$ cat config.mk
export PLATFORM = sky130hd
export DESIGN_NAME = ps2_host_tx
export DESIGN_NICKNAME = d
export VERILOG_FILES = /design/src/rtl/ps2_pkg.sv /design/src/rtl/ps2_sync_edge.sv /design/src/rtl/ps2_host_tx.sv
export SDC_FILE = /design/constraint.sdc
export NUM_CORES = 1
export LEC_CHECK = 0
export CAP_MARGIN = 10
export CORE_ASPECT_RATIO = 1.25
export CORE_MARGIN = 8
export CORE_UTILIZATION = 55
export CTS_BUF_LIST = sky130_fd_sc_hd__clkbuf_16
export DETAILED_ROUTE_END_ITERATION = 6
export HOLD_SLACK_MARGIN = 0.03
export PLACE_DENSITY = 0.75
export REMOVE_ABC_BUFFERS = 1
export SYNTH_ARGS = -nofsm -noshare
export SYNTH_HDL_FRONTEND = slang
export SYNTH_SLANG_ARGS = --single-unit
$ cat constraint.sdc
create_clock -name clk50Mhz -period 4.35 [get_ports clk50Mhz]
set_input_delay 1.305 -clock clk50Mhz [delete_from_list [all_inputs] [get_ports clk50Mhz]]
set_output_delay 1.305 -clock clk50Mhz [all_outputs]
set_load 0.005 [all_outputs]
$ cat src/rtl/ps2_pkg.sv
// Shared PS/2 definitions: host transmitter state encoding, frame constants
// and the odd-parity helper used when latching a command byte.
package ps2_pkg;

    typedef enum logic [2:0] {
        IDLE,
        INHIBIT,
        START,
        SHIFT,
        ACK,
        WAIT_IDLE
    } ps2_state_t;

    localparam int unsigned PS2_DATA_BITS   = 8;
    localparam int unsigned PS2_FRAME_EDGES = 11;

    function automatic logic odd_parity(input logic [PS2_DATA_BITS-1:0] d);
        return ~^d;
    endfunction

endpackage

$ cat src/rtl/ps2_sync_edge.sv
// Two-flop synchronizer for a raw PS/2 pin with optional falling-edge detect.
// Flops reset to 1 because an idle open-drain PS/2 line floats high.
module ps2_sync_edge #(
    parameter bit EDGE_EN = 1'b1
) (
    input  logic clk50Mhz,
    input  logic reset,
    input  logic din,
    output logic dout,
    output logic fall
);

    logic [1:0] sync_q;

    always_ff @(posedge clk50Mhz or posedge reset) begin
        if (reset) begin
            sync_q <= '1;
        end else begin
            sync_q <= {sync_q[0], din};
        end
    end

    assign dout = sync_q[1];

    generate
        if (EDGE_EN) begin : g_edge
            logic prev_q;

            always_ff @(posedge clk50Mhz or posedge reset) begin
                if (reset) begin
                    prev_q <= 1'b1;
                end else begin
                    prev_q <= sync_q[1];
                end
            end

            assign fall = prev_q & ~sync_q[1];
        end else begin : g_no_edge
            assign fall = 1'b0;
        end
    endgenerate

endmodule

$ cat src/rtl/ps2_host_tx.sv
// PS/2 host-to-device command transmitter: inhibit, start, 8 data bits LSB first,
// odd parity, stop, device ACK. Define PS2_TX_RETRY_EN to retry failed frames.
module ps2_host_tx
    import ps2_pkg::*;
#(
    parameter int unsigned INHIBIT_CYCLES = 5000,
    parameter int unsigned TIMEOUT_CYCLES = 750000,
    parameter int unsigned MAX_RETRIES    = 2
) (
    input  logic                     clk50Mhz,
    input  logic                     reset,
    input  logic [PS2_DATA_BITS-1:0] tx_data,
    input  logic                     send,
    output logic                     busy,
    output logic                     done,
    output logic                     error,
    input  logic                     ps2_clk_i,
    input  logic                     ps2_data_i,
    output logic                     ps2_clk_oe,
    output logic                     ps2_data_oe
);

    localparam int unsigned INH_W      = $clog2(INHIBIT_CYCLES + 1);
    localparam int unsigned TO_W       = $clog2(TIMEOUT_CYCLES + 1);
    localparam int unsigned FRAME_BITS = PS2_DATA_BITS + 1;

    ps2_state_t            state_q, state_d;
    logic [FRAME_BITS-1:0] frame_q;
    logic [3:0]            edge_cnt_q;
    logic [INH_W-1:0]      inh_cnt_q;
    logic [TO_W-1:0]       to_cnt_q;
    logic                  done_q, done_d;
    logic                  error_q, error_d;
    logic                  clk_oe_q;
    logic                  data_oe_q, data_oe_d;
    logic                  clk_s, clk_fall;
    logic                  data_s, data_fall_unused;
    logic                  accept, in_frame, timeout, fail;

`ifdef PS2_TX_RETRY_EN
    logic [1:0] retry_cnt_q;
    logic       retry_inc;
`else
    // The retry limit is only consumed when retries are built in.
    localparam int unsigned RETRY_LIMIT_UNUSED = MAX_RETRIES;
`endif

    ps2_sync_edge #(.EDGE_EN(1'b1)) u_clk_sync (
        .clk50Mhz (clk50Mhz),
        .reset    (reset),
        .din      (ps2_clk_i),
        .dout     (clk_s),
        .fall     (clk_fall)
    );

    ps2_sync_edge #(.EDGE_EN(1'b0)) u_data_sync (
        .clk50Mhz (clk50Mhz),
        .reset    (reset),
        .din      (ps2_data_i),
        .dout     (data_s),
        .fall     (data_fall_unused)
    );

    assign accept   = (state_q == IDLE) && send;
    assign in_frame = (state_q == SHIFT) || (state_q == ACK) || (state_q == WAIT_IDLE);
    assign timeout  = in_frame && (to_cnt_q == TO_W'(TIMEOUT_CYCLES - 1));

    always_ff @(posedge clk50Mhz or posedge reset) begin
        if (reset) begin
            state_q <= IDLE;
        end else begin
            state_q <= state_d;
        end
    end

    always_comb begin
        state_d   = state_q;
        data_oe_d = data_oe_q;
        done_d    = 1'b0;
        error_d   = 1'b0;
        fail      = 1'b0;
`ifdef PS2_TX_RETRY_EN
        retry_inc = 1'b0;
`endif
        unique case (state_q)
            IDLE: begin
                if (send) state_d = INHIBIT;
            end
            INHIBIT: begin
                if (inh_cnt_q == INH_W'(INHIBIT_CYCLES - 1)) begin
                    state_d   = START;
                    data_oe_d = 1'b1;
                end
            end
            START: begin
                state_d = SHIFT;
            end
            SHIFT: begin
                // An edge landing on the expiry cycle is dropped in favour of the timeout.
                if (timeout) begin
                    fail = 1'b1;
                end else if (clk_fall) begin
                    if (edge_cnt_q < 4'(FRAME_BITS)) begin
                        data_oe_d = ~frame_q[edge_cnt_q];
                    end else begin
                        data_oe_d = 1'b0;
                        state_d   = ACK;
                    end
                end
            end
            ACK: begin
                if (timeout) begin
                    fail = 1'b1;
                end else if (clk_fall && edge_cnt_q == 4'(PS2_FRAME_EDGES - 1)) begin
                    if (data_s) fail = 1'b1;
                    else        state_d = WAIT_IDLE;
                end
            end
            WAIT_IDLE: begin
                if (timeout) begin
                    fail = 1'b1;
                end else if (clk_s && data_s) begin
                    done_d  = 1'b1;
                    state_d = IDLE;
                end
            end
            default: state_d = IDLE;
        endcase

        if (fail) begin
            data_oe_d = 1'b0;
`ifdef PS2_TX_RETRY_EN
            if (retry_cnt_q < 2'(MAX_RETRIES)) begin
                state_d   = INHIBIT;
                retry_inc = 1'b1;
            end else begin
                state_d = IDLE;
                error_d = 1'b1;
            end
`else
            state_d = IDLE;
            error_d = 1'b1;
`endif
        end

        if (state_d == IDLE) data_oe_d = 1'b0;
    end

    always_ff @(posedge clk50Mhz or posedge reset) begin
        if (reset) begin
            frame_q    <= '0;
            edge_cnt_q <= '0;
            inh_cnt_q  <= '0;
            to_cnt_q   <= '0;
            done_q     <= 1'b0;
            error_q    <= 1'b0;
            clk_oe_q   <= 1'b0;
            data_oe_q  <= 1'b0;
        end else begin
            done_q    <= done_d;
            error_q   <= error_d;
            data_oe_q <= data_oe_d;
            clk_oe_q  <= (state_d == INHIBIT) || (state_d == START);
            if (accept) frame_q <= {odd_parity(tx_data), tx_data};
            inh_cnt_q <= (state_q == INHIBIT) ? inh_cnt_q + INH_W'(1) : '0;
            to_cnt_q  <= in_frame ? to_cnt_q + TO_W'(1) : '0;
            if (!((state_q == SHIFT) || (state_q == ACK))) begin
                edge_cnt_q <= '0;
            end else if (clk_fall) begin
                edge_cnt_q <= edge_cnt_q + 4'd1;
            end
        end
    end

`ifdef PS2_TX_RETRY_EN
    always_ff @(posedge clk50Mhz or posedge reset) begin
        if (reset) begin
            retry_cnt_q <= '0;
        end else if (accept) begin
            retry_cnt_q <= '0;
        end else if (retry_inc) begin
            retry_cnt_q <= retry_cnt_q + 2'd1;
        end
    end
`endif

    assign busy        = (state_q != IDLE);
    assign done        = done_q;
    assign error       = error_q;
    assign ps2_clk_oe  = clk_oe_q;
    assign ps2_data_oe = data_oe_q;

endmodule
==> results of run 1 <==
[cell usage in the layout (no fill, tap or decap), types with 2 or more instances in the layout]
master	instances
nor4_1	2
mux2_2	9
nand2_1	21
nor4b_1	2
xor2_1	23
nor4_2	2
nand3_1	18
nand4bb_1	2
o21ai_0	4
ha_1	5
clkinv_1	3
and2_1	2
or3_1	3
nor2b_1	4
o31ai_1	2
inv_1	9
nor2_1	37
xnor2_1	14
clkdlybuf4s50_1	17
nand2b_1	2
clkinv_2	2
dfrtp_1	53
mux4_1	2
and4_1	3
a21oi_1	7
nor3_1	4
a31oi_1	4
clkbuf_16	9
and3_1	8
nand4_1	8
dfstp_2	5
[synthesized netlist by cell type, drive strengths merged, types with 2 or more instances]
library cell	instances
nor2b	4
a31oi	4
o21ai	4
xor2	23
mux4	2
or3	3
clkbuf	6
nand4bb	2
ha	5
buf	3
nor4b	2
nand4	8
dfrtp	53
nor4	4
dfstp	5
nor2	38
a21oi	8
o31ai	2
and4	3
and2	2
xnor2	14
nand2b	2
nand3	18
and3	8
nor3	4
mux2	9
nand2	21
inv	8
[stage by stage]
step	hold WS, ns	instances
CTS	0.3542	368
finish	0.3536	368
global placement	0.3460	352
global route	0.3550	368
floorplan	0.3452	272
detailed placement	0.3476	352
[final timing paths]
kind	start	end	slack, ns	cells after the start
setup / recovery	state_q[0]$_DFF_PP0_	busy	1.27	2
hold / removal	u_data_sync.sync_q[0]$_DFF_PP1_	u_data_sync.sync_q[1]$_DFF_PP1_	0.35	0
setup reg to reg	to_cnt_q[0]$_DFF_PP0_	ps2_clk_oe$_DFF_PP0_	2.39	6
hold reg to reg	u_data_sync.sync_q[0]$_DFF_PP1_	u_data_sync.sync_q[1]$_DFF_PP1_	0.35	0
max in group asynchronous	reset	inh_cnt_q[6]$_DFF_PP0_	2.38	3
min in group asynchronous	reset	to_cnt_q[15]$_DFF_PP0_	1.49	3
[power groups by stage]
stage / registers, W / logic, W / clock network (W)
after floorplan: 0.000562 / 0.0000284 / 0
after global placement: 0.000564 / 0.0000456 / 0
after detailed placement: 0.000564 / 0.0000471 / 0
after CTS: 0.000556 / 0.0000492 / 0.000603
after global routing: 0.000556 / 0.0000536 / 0.000631
final: 0.000556 / 0.0000474 / 0.000594
[registers in the layout (all words and copies together), names as in the netlist, 2 cells and up]
| register | count |
|---|---|
| edge_cnt_q | 4 |
| inh_cnt_q | 13 |
| u_clk_sync.sync_q | 2 |
| to_cnt_q | 20 |
| frame_q | 9 |
| state_q | 3 |
| u_data_sync.sync_q | 2 |
[metal layers]
metal  track usage  routed length (um)  vias up
met5             0                   0        -
met4       0.06759                 106        0
met3       0.04815                 190       11
met2        0.2395                2777       31
met1        0.1877                2516      994
li1              -                   -     1037
[layout make-up]
cell class,instances,area (sq um)
Clock buffer,9,225.2
Sequential cell,58,1458
Inverter,8,30.03
Multi-Input combinational cell,206,1400
Fill cell,372,1719
Clock inverter,7,28.78
Tap cell,62,77.57
Timing Repair Buffer,18,177.7
[cell families (layout without fill, tap and decap cells)]
logic type	Yosys count	after routing
AOI/OAI and AO/OA	29	29
xor gates and xnor gates	37	37
adders and majority gates	5	5
buffers and inverters	17	42
DFF	58	58
muxes	11	11
and+or+nand+nor	124	124
==> results.yml, run 1 <==
global_route:
  antenna_found_initial: 0
  grt-ovfl-total: 0
  grt_max_degree: 59
  grt_pass1_vias: 2047
  grt_first_pass_wirelength_um: 9584
  track_usage: 0.1538
floorplan:
  ios: 18
  start_util: 0.5720
  dieWidth_um: 81.25
  die_area_sq_mm: 0.007926
  chipHeight_um: 97.56
  fp-row-count: 29
  core_sq_mm: 0.005116
route:
  initialDrtViolationCount: 112
  num_vias: 2073
  vias_per_cell: 5.633
  wl_per_cell_um: 15.19
  first_pass_iters: 4
  wirelength_um: 5591
  drtAntennaViolNets: 0
  drc_errors: 0
setup_path:
  critical_path_class: "reg2out"
  cp_top_family: "flip-flops"
  path_max_fanout: 16
  path_cells: "or3_1 > clkdlybuf4s50_1"
  endpoint_kind: "output port"
  slowest_delay_ns: 0.54
  cpMaxStageDelayCell: "dfrtp_1"
  worstPathArrival_ns: 1.78
  critPathBufInv: 1
  worst_setup_path_start_kind: "flop"
  worstPathRequired_ns: 3.04
sta:
  finalCriticalPeriod_ns: 3.084
  hold_violations: 0
  final.period_utilization: 0.7089
  fin_tns_setup_ns: 0
  slew_headroom: 0.4152
  layout_setup_ws_ns: 1.266
  timing.fmax_mhz: 324.3
  fin_skew_ns: 0.004921
  rsz0062_at_grt: "false"
  slew_violations: 0
  max_slew.worst_pin.slew_ns: 0.8772
  setup_violations: 0
power:
  internal_power_w: 0.0009459
  share_comb_of_total_power: 0.040
  sw_frac_of_total: 0.2096
  p_total_w: 0.001197
  pwr-share-seq: 0.464
  p_leak_nw: 1.427
  powerDensity_mw_per_mm2: 352.3
  power.switching_w: 0.0002509
  pwr-share-clk: 0.496
  peakVddDrop_uv: 278.3
cells_and_area:
  areaGrowthSynthToFinish_pct: 16.08
  antenna_cells: 0
  nets: 319
  drive_above_1_share: 0.1111
  finish.utilization: 0.6640
  final_area_sq_mm: 0.003397
clock_network:
  cts_tree: "yes"
  cts_setup_buffers: 0
  postCtsHoldBufs: 0
  cts_sinks: 58
  htree_levels: 3
  root_buffer: "clkbuf_16"
  clk_pin_slew_ns: 0.05
  clk_path_buf_depth: 2
  numCtsBuffers: 9
  post_cts_resized: 0
  worst_skew_pair.late_latency_ns: 0.32
yosys:
  synth_ff_type: "dfrtp_1"
  netlist_top_cells_area: "dfrtp_1 (45%), xor2_1 (6.9%), nor2_1 (4.7%)"
  syn-cell-area_sq_mm: 0.002927
  synthAdderAreaFrac: 0.02138
  synth_top_area_cell: "dfrtp_1"
  yosysTopAreaCellShare: 0.4532
  ys_async_sr_fraction: 1.000
  synth_compound_area_frac: 0.06883
  synth_edf_count: 0
  synth_top_family_by_area: "simple AND/OR/NAND/NOR gates"
  synth_cells: 281
  yosys.area_share.simple: 0.2249
  ys_types: 49
  synthXorXnorAreaFrac: 0.1107
  yosysWarnings: 0
  muxShareOfSynthArea: 0.05259
  ys_seq_area_frac: 0.4981
  ys_seq_elements: 58
  avgSynthCellArea_sq_um: 10.41
worst_hold_path:
  hold_path.class: "reg2reg"
placement:
  io_buffers: 17
  routabilityCongestion: 0.8750
  hpwl_um: 3818
  placed_area_sq_mm: 0.003143
  place_ws_ns: 1.615
run:
  maxCapViolCount: 0
run_status:
  status: "completed"
Note: power is estimated with default switching activity, not from simulation.
==> run 2: changes to the inputs <==
==> constraint.sdc (replaced) <==
create_clock -name clk50Mhz -period 3.19 [get_ports clk50Mhz]
set_input_delay 0.957 -clock clk50Mhz [delete_from_list [all_inputs] [get_ports clk50Mhz]]
set_output_delay 0.957 -clock clk50Mhz [all_outputs]
set_load 0.005 [all_outputs]
==> run 2 against run 1 <==
Compared with the run above:
- register-to-register slack worse by 1.2 ns
- non-clock buffer count stayed put
- routed wire length down 2.3%
- clock power is 36% higher
==> results.yml, run 2 (same netlist as run 1, synthesis figures left out) <==
clock_network:
  cts_tree: "yes"
  clk_pin_slew_ns: 0.04
  cts_setup_buffers: 0
  root_buffer: "clkbuf_16"
  post_cts_resized: 0
  postCtsHoldBufs: 0
  cts_sinks: 58
  numCtsBuffers: 9
  worst_skew_pair.late_latency_ns: 0.32
  htree_levels: 3
  clk_path_buf_depth: 2
cells_and_area:
  antenna_cells: 0
  largest_register_ffs: 20
  regMostFlops: "to_cnt_q"
  layout_common_cells: "dfrtp_1 (53), nor2_1 (37), xor2_1 (23), nand2_1 (21), nand3_1 (18)"
  drive_above_1_share: 0.1144
  fillCellCount: 397
  nets: 319
  final_area_sq_mm: 0.003398
  final_common_cell: "dfrtp_1"
  areaGrowthSynthToFinish_pct: 16.12
  reg_top3: "to_cnt_q (20), inh_cnt_q (13), frame_q (9)"
  finish.utilization: 0.6642
power:
  share_comb_of_total_power: 0.038
  p_leak_nw: 1.429
  peakVddDrop_uv: 430.8
  powerDensity_mw_per_mm2: 478.4
  power.switching_w: 0.0003348
  pwr-share-seq: 0.466
  internal_power_w: 0.001291
  sw_frac_of_total: 0.2059
  pwr-share-clk: 0.496
sta:
  hold_violations: 0
  slew_violations: 0
  fin_skew_ns: 0.006841
  layout_setup_ws_ns: 0.4541
  final.period_utilization: 0.8577
  timing.fmax_mhz: 365.5
  max_slew.worst_pin.slew_ns: 0.8588
  rsz0062_at_grt: "false"
  finalCriticalPeriod_ns: 2.736
  slew_headroom: 0.4275
  setup_violations: 0
  fin_tns_setup_ns: 0
setup_path:
  startpoint: "state_q[0]$_DFF_PP0_"
  slowest_delay_ns: 0.53
  endpoint_kind: "output port"
  cpMaxStageDelayCell: "dfrtp_1"
  cp_top_family: "flip-flops"
  critPathBufInv: 1
  worstPathRequired_ns: 2.23
  path_cells: "or3_1 > clkdlybuf4s50_1"
  critical_path_class: "reg2out"
  r2r_start: "to_cnt_q[0]$_DFF_PP0_"
  path_max_fanout: 16
  worst_setup_path_start_kind: "flop"
  worstPathArrival_ns: 1.78
global_route:
  grt_max_degree: 59
  grt_first_pass_wirelength_um: 9901
  grt_pass1_vias: 2152
  grt-ovfl-total: 0
  antenna_found_initial: 0
  track_usage: 0.1581
placement:
  io_buffers: 17
  routabilityCongestion: 0.8900
  placed_area_sq_mm: 0.003143
  hpwl_um: 3795
  place_ws_ns: 0.8026
floorplan:
  ios: 18
  chipHeight_um: 97.56
  dieWidth_um: 81.25
  fp-row-count: 29
  die_area_sq_mm: 0.007926
  start_util: 0.5720
  core_sq_mm: 0.005116
route:
  drc_errors: 0
  wl_per_cell_um: 14.85
  first_pass_iters: 4
  initialDrtViolationCount: 95
  num_vias: 2065
  drtAntennaViolNets: 0
  vias_per_cell: 5.611
  wirelength_um: 5463
run:
  maxCapViolCount: 0
worst_hold_path:
  hold_path.class: "reg2reg"
  hold_start: "u_data_sync.sync_q[0]$_DFF_PP1_"
run_status:
  status: "completed"
run 2: cell counts in the layout (fill, tap and decap cells not counted):
Identical to the previous run, type by type.
run 2: per-layer routing:
layer	vias up	share of wire	track usage
met4	0	0.026	0.09517
met2	27	0.49	0.2407
li1	1032	-	-
met5	-	0	0
met1	995	0.46	0.1918
met3	11	0.024	0.04259
run 2: metrics by stage:
stage	instances	hold WS, ns	power (W)
after CTS	368	0.3537	0.001647
after detailed placement	352	0.3473	0.0008322
after global routing	368	0.3543	0.001685
after floorplan	272	0.3452	0.0008054
after global placement	352	0.3461	0.0008309
final	368	0.3528	0.001626
run 2: area by class of cell:
class	count	area, sq um	area share
tap	62	77.57	0.02283
inverter	8	30.03	0.008837
timing repair buffer	18	177.7	0.05228
clock inverter	7	30.03	0.008837
multi-input combinational	206	1400	0.4120
sequential	58	1458	0.4289
clock buffer	9	225.2	0.06627
run 2: power by group through the flow:
stage,Combinational [W],Clock (W),Sequential [W]
after floorplan,0.0000387,0,0.000767
after detailed placement,0.0000631,0,0.000769
after global routing,0.0000696,0.000857,0.000758
final,0.0000618,0.000806,0.000758
after global placement,0.0000623,0,0.000769
after CTS,0.0000636,0.000826,0.000757
run 2: path summary, 6_finish.rpt:
| kind | end | slack, ns | cells past startpoint |
|---|---|---|---|
| max | busy | 0.45 | 2 |
| min | u_data_sync.sync_q[1]$_DFF_PP1_ | 0.35 | 0 |
| max reg2reg | ps2_clk_oe$_DFF_PP0_ | 1.24 | 6 |
| min reg2reg | u_data_sync.sync_q[1]$_DFF_PP1_ | 0.35 | 0 |
| max in group asynchronous | state_q[1]$_DFF_PP0_ | 1.57 | 3 |
| min in group asynchronous | done$_DFF_PP0_ | 1.15 | 3 |
==> run 3: changes to the inputs <==
--- a/config.mk
+++ b/config.mk
@@ -13,7 +13,6 @@
 export DETAILED_ROUTE_END_ITERATION = 6
 export HOLD_SLACK_MARGIN = 0.03
 export PLACE_DENSITY = 0.75
-export REMOVE_ABC_BUFFERS = 1
 export SYNTH_ARGS = -nofsm -noshare
 export SYNTH_HDL_FRONTEND = slang
 export SYNTH_SLANG_ARGS = --single-unit
==> run 3 against run 2 <==
Compared with the run above:
- non-clock buffer count is the same
- maximum frequency down 0.78%
- routed wire length is 4.8% higher
- critical path depth stayed put
- sequential power about the same
- combinational power up 5.5%
- sequential cell count unchanged
- cell area rose by 0.33%
- power grew 0.31%
- cell count did not move
- largest cell class unchanged
==> results.yml, run 3 (same netlist as run 1, synthesis figures left out) <==
placement:
  placed_area_sq_mm: 0.003156
  io_buffers: 17
  routabilityCongestion: 0.9053
  hpwl_um: 3879
sta:
  fin_skew_ns: 0.004247
  finalCriticalPeriod_ns: 2.757
  slew_violations: 0
  fin_tns_setup_ns: 0
  final.period_utilization: 0.8644
  hold_violations: 0
  max_slew.worst_pin.slew_ns: 0.8562
  timing.fmax_mhz: 362.7
  slew_headroom: 0.4292
  rsz0062_at_grt: "false"
  setup_violations: 0
cells_and_area:
  nets: 319
  seqCellArea_sq_mm: 0.001458
  layout_common_cells: "dfrtp_1 (53), nor2_1 (37), xor2_1 (23), nand2_1 (21), nand3_1 (18)"
  reg_top3: "to_cnt_q (20), inh_cnt_q (13), frame_q (9)"
  fillCellCount: 398
  antenna_cells: 0
  drive_above_1_share: 0.1111
  multi_input_area_sq_mm: 0.001400
  regMostFlops: "to_cnt_q"
  finish.utilization: 0.6664
  largest_register_ffs: 20
  final_common_cell: "dfrtp_1"
  final_area_sq_mm: 0.003410
  areaGrowthSynthToFinish_pct: 16.50
global_route:
  antenna_found_initial: 0
  grt_pass1_vias: 2252
  grt_max_degree: 59
  grt_first_pass_wirelength_um: 10160
  track_usage: 0.1653
  grt-ovfl-total: 0
setup_path:
  slowest_delay_ns: 0.55
  rrSetupSlack_ns: 1.25
  critPathBufInv: 1
  reg2reg_to: "ps2_clk_oe$_DFF_PP0_"
  cp_top_family: "flip-flops"
  worstPathArrival_ns: 1.80
  endpoint_kind: "output port"
  worst_setup_path_start_kind: "flop"
  r2r_start: "to_cnt_q[0]$_DFF_PP0_"
  path_max_fanout: 16
  path_cells: "or3_1 > clkdlybuf4s50_1"
  cpMaxStageDelayCell: "dfrtp_1"
  critical_path_class: "reg2out"
  worstPathRequired_ns: 2.23
  rr_worst_depth: 6
power:
  internal_power_w: 0.001291
  sw_frac_of_total: 0.2081
  pwr-share-clk: 0.495
  power.switching_w: 0.0003393
  powerDensity_mw_per_mm2: 478.3
  share_comb_of_total_power: 0.040
  peakVddDrop_uv: 321.6
  pwr-share-seq: 0.465
  p_leak_nw: 1.431
yosys:
  synth_nets: 299
clock_network:
  clk_path_buf_depth: 2
  worst_skew_pair.late_latency_ns: 0.32
  cts_sinks: 58
  numCtsBuffers: 9
  root_buffer: "clkbuf_16"
  post_cts_resized: 0
  postCtsHoldBufs: 0
  cts_tree: "yes"
  clk_pin_slew_ns: 0.05
  cts_setup_buffers: 0
  htree_levels: 3
route:
  drtAntennaViolNets: 0
  wl_per_cell_um: 15.55
  initialDrtViolationCount: 83
  wirelength_um: 5724
  num_vias: 2130
  vias_per_cell: 5.788
  first_pass_iters: 4
  drc_errors: 0
floorplan:
  die_area_sq_mm: 0.007926
  core_sq_mm: 0.005116
  start_util: 0.5720
  chipHeight_um: 97.56
  dieWidth_um: 81.25
  fp-row-count: 29
  ios: 18
run:
  maxCapViolCount: 0
worst_hold_path:
  whs_endpoint: "u_data_sync.sync_q[1]$_DFF_PP1_"
  hold_path.class: "reg2reg"
  worst_hold_path.num_cells: 0
  hold_start: "u_data_sync.sync_q[0]$_DFF_PP1_"
run_status:
  status: "completed"
==> run 3: cell types whose count changed in the layout (fill, tap and decap cells not counted) <==
cell and change:
buf_12 +1, buf_4 -1, clkinv_1 +1, clkinv_2 -1
==> run 3: worst max path at each step <==
stage | from | endpoint | slack (ns) | cells after the start
6_report | state_q[0]$_DFF_PP0_ | busy | 0.43 | 2
5_1_grt | state_q[0]$_DFF_PP0_ | busy | 0.37 | 2
4_1_cts | state_q[0]$_DFF_PP0_ | busy | 0.44 | 2
3_5_place_dp | state_q[0]$_DFF_PP0_ | busy | 0.79 | 2
3_3_place_gp | state_q[0]$_DFF_PP0_ | busy | 0.81 | 2
2_1_floorplan | reset | done$_DFF_PP0_ | 0.81 | 1
==> run 3: power groups by stage <==
stage | Sequential (W) | Clock, W | Combinational (W)
after floorplan | 0.000767 | 0 | 0.0000390
after global placement | 0.000768 | 0 | 0.0000645
after detailed placement | 0.000769 | 0 | 0.0000668
after CTS | 0.000757 | 0.000827 | 0.0000671
after global routing | 0.000758 | 0.000860 | 0.0000727
final | 0.000758 | 0.000808 | 0.0000652
==> run 3: metal layers <==
layer | global-route usage | part of all wire | up-vias
li1 | - | - | 1036
met1 | 0.1889 | 0.42 | 1039
met2 | 0.2580 | 0.51 | 46
met3 | 0.04352 | 0.046 | 9
met4 | 0.1145 | 0.018 | 0
met5 | 0 | 0 | -
==> run 3: area by class of cell <==
cell class | instances | area share
flip-flops and latches | 58 | 0.4275
repair buffers | 18 | 0.05578
clock inverters | 7 | 0.008440
inverters | 8 | 0.008807
multi-input cells | 206 | 0.4106
well taps | 62 | 0.02275
clock buffers | 9 | 0.06606
==> run 3: through the flow <==
stage	hold slack, ns	instances	power (W)	worst slack, ns
global placement	0.3456	352	0.0008330	0.8078
floorplan	0.3452	281	0.0008057	0.8133
detailed placement	0.3473	352	0.0008357	0.7883
CTS	0.3542	368	0.001651	0.4369
global route	0.3565	368	0.001691	0.3655
finish	0.3545	368	0.001631	0.4327
